<file path="src/rtl/mm_host_sequencer_pkg.sv">
// Shared widths, bus field positions, FSM states and element helpers for the
// 2x2 matrix-multiplier host sequencer.
package mm_pkg;

    localparam int ELEM_W   = 2;
    localparam int C_ELEM_W = 4;

    // Operand byte layout: x00 in the MSBs down to x11 in the LSBs
    localparam int X00_LSB = 6;
    localparam int X01_LSB = 4;
    localparam int X10_LSB = 2;
    localparam int X11_LSB = 0;

    // Result byte layout: {c_hi[7:4], c_lo[3:0]}
    localparam int C_HI_LSB = 4;
    localparam int C_LO_LSB = 0;

    typedef enum logic [1:0] {
        IDLE  = 2'd0,
        DRIVE = 2'd1,
        RESP  = 2'd2
    } state_t;

    // Saturate a sign-extended element into the tile's 2-bit range [-2,+1]
    function automatic logic signed [ELEM_W-1:0] clamp2(input logic signed [31:0] v);
        logic signed [ELEM_W-1:0] r;
        if (v > 32'sd1) begin
            r = 2'sb01;
        end else if (v < -32'sd2) begin
            r = 2'sb10;
        end else begin
            r = v[ELEM_W-1:0];
        end
        return r;
    endfunction

    function automatic logic signed [C_ELEM_W-1:0] sat4(input logic signed [7:0] v);
        logic signed [C_ELEM_W-1:0] r;
        if (v > 8'sd7) begin
            r = 4'sb0111;
        end else if (v < -8'sd8) begin
            r = 4'sb1000;
        end else begin
            r = v[C_ELEM_W-1:0];
        end
        return r;
    endfunction

endpackage

</file>
<file path="src/rtl/mm_host_sequencer_if.sv">
// Host-side operand/result handshake bundle for mm_host_sequencer.
interface mm_host_sequencer_if #(
    parameter int IN_W = 4
);
    logic                  in_valid;
    logic                  in_ready;
    logic [4*IN_W-1:0]     in_a;
    logic [4*IN_W-1:0]     in_b;
    logic                  out_valid;
    logic                  out_ready;
    logic [15:0]           out_c;
    logic                  out_mismatch;

    modport master (
        output in_valid, in_a, in_b, out_ready,
        input  in_ready, out_valid, out_c, out_mismatch
    );

    modport slave (
        input  in_valid, in_a, in_b, out_ready,
        output in_ready, out_valid, out_c, out_mismatch
    );
endinterface

</file>
<file path="src/rtl/mm_host_sequencer_golden.sv">
// Combinational reference 2x2 signed multiply of packed 2-bit operands,
// each result element saturated to 4-bit signed.
module mm_golden_2x2
    import mm_pkg::*;
(
    input  logic [7:0]  a_i,
    input  logic [7:0]  b_i,
    output logic [15:0] c_o
);

    logic signed [ELEM_W-1:0] a_s   [4];
    logic signed [ELEM_W-1:0] b_s   [4];
    logic signed [7:0]        acc_s [4];

    // Unpack, multiply-accumulate and saturate; element index is row*2+col
    always_comb begin
        c_o = 16'h0000;
        for (int i = 0; i < 4; i++) begin
            a_s[i]   = a_i[(3-i)*ELEM_W +: ELEM_W];
            b_s[i]   = b_i[(3-i)*ELEM_W +: ELEM_W];
            acc_s[i] = 8'sd0;
        end
        for (int r = 0; r < 2; r++) begin
            for (int c = 0; c < 2; c++) begin
                acc_s[r*2+c] = 8'(a_s[r*2])   * 8'(b_s[c])
                             + 8'(a_s[r*2+1]) * 8'(b_s[2+c]);
            end
        end
        for (int i = 0; i < 4; i++) begin
            c_o[(3-i)*C_ELEM_W +: C_ELEM_W] = sat4(acc_s[i]);
        end
    end

endmodule

</file>
<file path="src/rtl/mm_host_sequencer.sv">
// Host driver/reader for the 2x2 signed matrix tile: clamp+pack operands, hold mm_ena for
// the tile latency, capture the result. Optional golden self-check under MM_SELFCHECK_EN.
module mm_host_sequencer
    import mm_pkg::*;
#(
    parameter int IN_W       = 4,
    parameter int MM_LATENCY = 2
) (
    input  logic                 clk,
    input  logic                 rst,
    mm_host_sequencer_if.slave   host,
    output logic                 mm_ena,
    output logic [7:0]           mm_ui_in,
    output logic [7:0]           mm_uio_in,
    input  logic [7:0]           mm_uo_out,
    input  logic [7:0]           mm_uio_out
);

    localparam int CNT_W = (MM_LATENCY > 0) ? $clog2(MM_LATENCY + 1) : 1;

    state_t             state_q;
    logic [CNT_W-1:0]   cnt_q;
    logic               in_ready_q;
    logic               mm_ena_q;
    logic [7:0]         mm_ui_in_q;
    logic [7:0]         mm_uio_in_q;
    logic               out_valid_q;
    logic [15:0]        out_c_q;
    logic               out_mismatch_q;

    logic [7:0]         pack_a_d;
    logic [7:0]         pack_b_d;
    logic               mismatch_d;

    // Clamp each wide element to 2 bits and pack into the tile byte layout
    always_comb begin
        pack_a_d = 8'h00;
        pack_b_d = 8'h00;
        for (int i = 0; i < 4; i++) begin
            pack_a_d[(3-i)*ELEM_W +: ELEM_W] = clamp2(32'(signed'(host.in_a[(3-i)*IN_W +: IN_W])));
            pack_b_d[(3-i)*ELEM_W +: ELEM_W] = clamp2(32'(signed'(host.in_b[(3-i)*IN_W +: IN_W])));
        end
    end

`ifdef MM_SELFCHECK_EN
    logic [15:0] golden_c_s;

    // Golden works from the registered (already clamped) operands the tile actually sees
    mm_golden_2x2 u_golden (
        .a_i (mm_ui_in_q),
        .b_i (mm_uio_in_q),
        .c_o (golden_c_s)
    );

    assign mismatch_d = (golden_c_s != {mm_uo_out, mm_uio_out});
`else
    assign mismatch_d = 1'b0;
`endif

    // Sequencer FSM with all outputs registered
    always_ff @(posedge clk) begin
        if (rst) begin
            state_q        <= IDLE;
            cnt_q          <= {CNT_W{1'b0}};
            in_ready_q     <= 1'b1;
            mm_ena_q       <= 1'b0;
            mm_ui_in_q     <= 8'h00;
            mm_uio_in_q    <= 8'h00;
            out_valid_q    <= 1'b0;
            out_c_q        <= 16'h0000;
            out_mismatch_q <= 1'b0;
        end else begin
            case (state_q)
                IDLE: begin
                    if (host.in_valid && in_ready_q) begin
                        mm_ui_in_q  <= pack_a_d;
                        mm_uio_in_q <= pack_b_d;
                        cnt_q       <= {CNT_W{1'b0}};
                        mm_ena_q    <= 1'b1;
                        in_ready_q  <= 1'b0;
                        state_q     <= DRIVE;
                    end else begin
                        state_q     <= IDLE;
                    end
                end
                DRIVE: begin
                    if (cnt_q == CNT_W'(MM_LATENCY)) begin
                        out_c_q        <= {mm_uo_out, mm_uio_out};
                        out_mismatch_q <= mismatch_d;
                        mm_ena_q       <= 1'b0;
                        out_valid_q    <= 1'b1;
                        state_q        <= RESP;
                    end else begin
                        cnt_q          <= cnt_q + 1'b1;
                    end
                end
                RESP: begin
                    // Return to IDLE only; the next accept is at least one cycle later
                    if (host.out_ready) begin
                        out_valid_q <= 1'b0;
                        in_ready_q  <= 1'b1;
                        state_q     <= IDLE;
                    end else begin
                        state_q     <= RESP;
                    end
                end
                default: begin
                    state_q     <= IDLE;
                    cnt_q       <= {CNT_W{1'b0}};
                    in_ready_q  <= 1'b1;
                    mm_ena_q    <= 1'b0;
                    out_valid_q <= 1'b0;
                end
            endcase
        end
    end

    assign host.in_ready     = in_ready_q;
    assign host.out_valid    = out_valid_q;
    assign host.out_c        = out_c_q;
    assign host.out_mismatch = out_mismatch_q;
    assign mm_ena            = mm_ena_q;
    assign mm_ui_in          = mm_ui_in_q;
    assign mm_uio_in         = mm_uio_in_q;

endmodule

</file>
<file path="src/flat_wrapper.sv">
// flat-port wrapper written by rule: the top's interface ports become plain ports
module mm_host_sequencer_flat import mm_pkg::*;
#(
    parameter int IN_W       = 4,
    parameter int MM_LATENCY = 2
)
  (clk, rst, mm_ena, mm_ui_in, mm_uio_in, mm_uo_out, mm_uio_out, host_in_valid, host_in_a, host_in_b, host_out_ready, host_in_ready, host_out_valid, host_out_c, host_out_mismatch);
  mm_host_sequencer_if #(.IN_W(IN_W)) host_i ();
  input  logic clk;
  input  logic rst;
  output logic mm_ena;
  output logic [7:0] mm_ui_in;
  output logic [7:0] mm_uio_in;
  input  logic [7:0] mm_uo_out;
  input  logic [7:0] mm_uio_out;
  input wire logic [$bits(host_i.in_valid)-1:0] host_in_valid;
  input wire logic [$bits(host_i.in_a)-1:0] host_in_a;
  input wire logic [$bits(host_i.in_b)-1:0] host_in_b;
  input wire logic [$bits(host_i.out_ready)-1:0] host_out_ready;
  output wire logic [$bits(host_i.in_ready)-1:0] host_in_ready;
  output wire logic [$bits(host_i.out_valid)-1:0] host_out_valid;
  output wire logic [$bits(host_i.out_c)-1:0] host_out_c;
  output wire logic [$bits(host_i.out_mismatch)-1:0] host_out_mismatch;
  assign host_i.in_valid = host_in_valid;
  assign host_i.in_a = host_in_a;
  assign host_i.in_b = host_in_b;
  assign host_i.out_ready = host_out_ready;
  assign host_in_ready = host_i.in_ready;
  assign host_out_valid = host_i.out_valid;
  assign host_out_c = host_i.out_c;
  assign host_out_mismatch = host_i.out_mismatch;
  mm_host_sequencer #(.IN_W(IN_W), .MM_LATENCY(MM_LATENCY)) u_core (.clk(clk), .rst(rst), .host(host_i), .mm_ena(mm_ena), .mm_ui_in(mm_ui_in), .mm_uio_in(mm_uio_in), .mm_uo_out(mm_uo_out), .mm_uio_out(mm_uio_out));
endmodule
</file>
<file path="config.mk">
export PLATFORM = sky130hd
export DESIGN_NAME = mm_host_sequencer_flat
export DESIGN_NICKNAME = d
export VERILOG_FILES = /design/src/rtl/mm_host_sequencer_pkg.sv /design/src/rtl/mm_host_sequencer_if.sv /design/src/rtl/mm_host_sequencer_golden.sv /design/src/rtl/mm_host_sequencer.sv /design/src/flat_wrapper.sv
export SDC_FILE = /design/constraint.sdc
export NUM_CORES = 1
export LEC_CHECK = 0
export CAP_MARGIN = 5
export CORE_MARGIN = 10
export CORE_UTILIZATION = 30
export CTS_CLUSTER_DIAMETER = 150
export CTS_CLUSTER_SIZE = 12
export DETAILED_ROUTE_END_ITERATION = 16
export GPL_TIMING_DRIVEN = 1
export PLACE_DENSITY = 0.72
export SLEW_MARGIN = 30
export SYNTH_ARGS = -nofsm -noshare
export SYNTH_HDL_FRONTEND = slang
export SYNTH_SLANG_ARGS = --single-unit
export TNS_END_PERCENT = 30
</file>
<file path="constraint.sdc">
create_clock -name clk -period 1.57 [get_ports clk]
set_input_delay 0.314 -clock clk [delete_from_list [all_inputs] [get_ports clk]]
set_output_delay 0.314 -clock clk [all_outputs]
set_load 0.005 [all_outputs]
</file>
==> impl_table.tex <==
\begin{tabular}{lr}
\hline
Metric & Value \\
\hline
\multicolumn{2}{l}{\textbf{Final layout}} \\
Ratio of cells with drive above 1 in the final layout & 0.0903 \\
Final Instance Area & roughly 0.0027 mm\^{}2 \\
Count of non-filler cells in the finished layout & around 360 \\
Area growth, synth to finish & 63.6\% \\
Antenna fix cells & 0 \\
Number of nets in the final layout & 340 \\
\multicolumn{2}{l}{\textbf{Routing}} \\
DR WL/cell & 13.5 um \\
Detailed Route Iter0 Violations & 35 \\
First drt pass iteration count & 4 \\
Number of vias in the routed layout & about 1600 \\
DRC violations left & 0 \\
Total detailed-routing wirelength & about 4800 um \\
Post-route ant nets & 0 \\
Detail-routed via count per cell & 4.61 \\
\multicolumn{2}{l}{\textbf{Placement}} \\
HPWL after DPL & around 3700 um \\
Post-DP Area & 0.00259 mm\^{}2 \\
Placer congestion estimate & just over 0.7 \\
Number of buffer cells added on primary ports & 86 \\
Post-Place Cells & 350 \\
\multicolumn{2}{l}{\textbf{CTS}} \\
Number of sinks driven by the clock tree & 39 \\
Source-to-sink clock delay at the later pin of the worst-skew pair & 0.29 ns \\
Number of setup buffers added after CTS & 0 \\
Number of buffers on the longest clock path & 2 \\
Count of H-tree levels built during CTS & 2 \\
Number of clock buffers inserted by TritonCTS & 5 \\
Clock Root Buffer & sky130\_fd\_sc\_hd\_\_clkbuf\_8 \\
Clock tree from TritonCTS & yes \\
Clock input transition at the sequential cells of the worst setup and hold paths & 0.08 ns \\
\multicolumn{2}{l}{\textbf{Yosys}} \\
Top post-synthesis cells by count & sky130\_fd\_sc\_hd\_\_nand2\_1, sky130\_fd\_sc\_hd\_\_dfxtp\_1, sky130\_fd\_sc\_hd\_\_a21oi\_1 \\
Number of flops mapped to enable cells by yosys & 0 \\
Ys async rst share & 0 \\
Synth area leader & sky130\_fd\_sc\_hd\_\_dfxtp\_1 \\
Number of nets in the synthesized netlist & 253 \\
Synthesized area & 0.00164 mm\^{}2 \\
Area share of the leading cell type in the synthesized netlist & 0.477 \\
Top-count cell post-synth & sky130\_fd\_sc\_hd\_\_nand2\_1 \\
Cell count after synthesis & 200 \\
Number of warnings printed during yosys synthesis & 0 \\
Number of different library cells in the post-synthesis netlist & 29 \\
Top cells by area, synth & sky130\_fd\_sc\_hd\_\_dfxtp\_1, sky130\_fd\_sc\_hd\_\_nand2\_1, sky130\_fd\_sc\_hd\_\_a21oi\_1 \\
Syn avg cell area & 8.19 um\^{}2 \\
Seq cells post-synth & 39 \\
Most frequently used flop master after synthesis & sky130\_fd\_sc\_hd\_\_dfxtp\_1 \\
Sequential fraction of the synthesis area & 0.477 \\
\multicolumn{2}{l}{\textbf{GRT}} \\
Initial antenna violation count & 0 \\
Aggregate global-route resource usage & 0.110 \\
Pin count of the biggest net entering global routing & 40 \\
Global route overflow & 0 \\
Global-route wire length before repair & around 8000 um \\
Vias in the first global route & roughly 1700 \\
\multicolumn{2}{l}{\textbf{Critical path}} \\
Start point of the critical path & u\_core.mm\_uio\_in[5] \\
Critical path buffer and inverter count & 1 \\
CP cell instances & clkdlybuf4s50\_1 \\
Standard cell with the maximum stage delay on the critical path & sky130\_fd\_sc\_hd\_\_clkdlybuf4s50\_1 \\
Worst Path Required & 1.26 ns \\
CP peak stage delay & 0.54 ns \\
Startpoint of the most critical register-to-register path & u\_core.state\_q[0] \\
Critical Path End Type & output port \\
Kind of cell with the highest combined delay on the critical path & buffers and inverters \\
Total stage count of the critical path & 1 \\
Worst Setup Start Kind & flop \\
Number of cells on the worst reg-to-reg path & 3 \\
Type of the setup path with the least slack & reg2out \\
Arr. time, crit path & 1.18 ns \\
Top fanout value on the critical path & 2 \\
\multicolumn{2}{l}{\textbf{Timing}} \\
Number of max-slew violations in the final report & 0 \\
Largest clock skew in the final design & a little over 0.009 ns \\
Final setup vio count & 0 \\
Maximum clock rate & 669 MHz \\
Final period util & 0.951 \\
Count of final hold-check violations & 0 \\
Setup repair after global routing missed its margin & no \\
Final min period & 1.49 ns \\
\multicolumn{2}{l}{\textbf{Floorplan}} \\
Die footprint & 0.00881 mm\^{}2 \\
I/O Pins & 88 \\
Starting Density & 0.315 \\
Die outline width & 93.9 um \\
Floorplan core area & 0.00520 mm\^{}2 \\
Placement Rows & 26 \\
Height of the chip & about 94 um \\
\multicolumn{2}{l}{\textbf{Power and ir drop}} \\
Lkg Pwr & 0.943 nW \\
Peak supply drop & 0.431 mV \\
Power density over cell area & roughly 800 mW/mm\^{}2 \\
\multicolumn{2}{l}{\textbf{Status}} \\
Run status & finished clean \\
\multicolumn{2}{l}{\textbf{Job}} \\
MaxCap Viol Count & 0 \\
\multicolumn{2}{l}{\textbf{Worst hold path}} \\
Worst hold path type & reg2reg \\
Hold depth & 2 \\
Startpoint of the worst hold path & u\_core.host.out\_c[15] \\
\hline
\end{tabular}
repair_timing:
item	CTS	global route
resized for setup	0	2
hold buffers	0	0
setup endpoints to repair	0	2
report_power, final:
part           switching [mW]  internal (mW)
Clock                   0.350          0.310
Sequential             0.0319           1.04
Combinational           0.150          0.267
registers in the layout (all words and copies together) (netlist names):
name                   flops
u_core.mm_ena              1
u_core.mm_ui_in            8
u_core.cnt_q               2
u_core.state_q             2
u_core.host.in_ready       1
u_core.mm_uio_in           8
u_core.host.out_valid      1
u_core.host.out_c         16
cell usage in the layout, fill, tap and decap left out, types with 2 or more instances in the layout:
cell type and instances:
sky130_fd_sc_hd__a211oi_1 6, sky130_fd_sc_hd__buf_12 2, sky130_fd_sc_hd__dfxtp_2 3, sky130_fd_sc_hd__nor3_1 2
sky130_fd_sc_hd__o2bb2ai_1 6, sky130_fd_sc_hd__dfxtp_1 36, sky130_fd_sc_hd__o21ba_2 6, sky130_fd_sc_hd__or4_1 2
sky130_fd_sc_hd__a221o_1 2, sky130_fd_sc_hd__nor2_1 12, sky130_fd_sc_hd__o21bai_1 3, sky130_fd_sc_hd__buf_4 7
sky130_fd_sc_hd__inv_1 4, sky130_fd_sc_hd__clkbuf_8 5, sky130_fd_sc_hd__a21oi_1 31, sky130_fd_sc_hd__clkdlybuf4s50_1 86
sky130_fd_sc_hd__nand2_1 59
cell type report:
| class | instances | area, um^2 |
|---|---|---|
| Clock buffer | 6 | 72.6 |
| Clock inverter | 2 | 12.5 |
| Fill cell | 518 | 2530 |
| Inverter | 4 | 15.0 |
| Multi-Input combinational cell | 142 | 753 |
| Sequential cell | 39 | 785 |
| Tap cell | 70 | 87.6 |
| Timing Repair Buffer | 95 | 953 |
layer usage:
layer / GRT usage / part of all wire / vias up / wire, um
li1: - / - / 856 / -
met1: 0.123 / 0.41 / 740 / 1980
met2: 0.174 / 0.48 / 44 / 2340
met3: 0.0552 / 0.089 / 9 / 429
met4: 0.0430 / 0.018 / 0 / 85
met5: 0 / 0 / - / 0
path summary, 6_finish.rpt:
path,to,slack (ns)
setup / recovery,mm_uio_in[5],0.08
hold / removal,u_core.host.out_c[15],0.45
setup reg to reg,u_core.cnt_q[0],0.15
hold reg to reg,u_core.host.out_c[15],0.45
cell families after synthesis:
| family | count (synthesis) | share of synthesized area |
|---|---|---|
| adder cells (fa/ha/maj) | 1 | 0.00764 |
| flip-flops | 39 | 0.477 |
| AND/OR/NAND/NOR | 83 | 0.218 |
| buffers and inverters | 19 | 0.0634 |
| AO/OA/AOI/OAI | 57 | 0.231 |
| other | 1 | 0.00229 |
through the flow:
| stage | power (mW) | setup WS [ns] | setup TNS, ns | hold slack [ns] | util |
|---|---|---|---|---|---|
| 2_1_floorplan | 1.25 | 0.0213 | 0 | 0.450 | - |
| 3_3_place_gp | 1.51 | 0.0231 | 0 | 0.442 | 0.498 |
| 3_5_place_dp | 1.51 | -0.0606 | -0.205 | 0.447 | 0.498 |
| 4_1_cts | 2.18 | 0.0229 | 0 | 0.456 | 0.514 |
| 5_1_grt | 2.28 | 0.0245 | 0 | 0.475 | 0.515 |
| 6_report | 2.15 | 0.0763 | 0 | 0.452 | 0.515 |
Power figures use the tool's default switching activity.
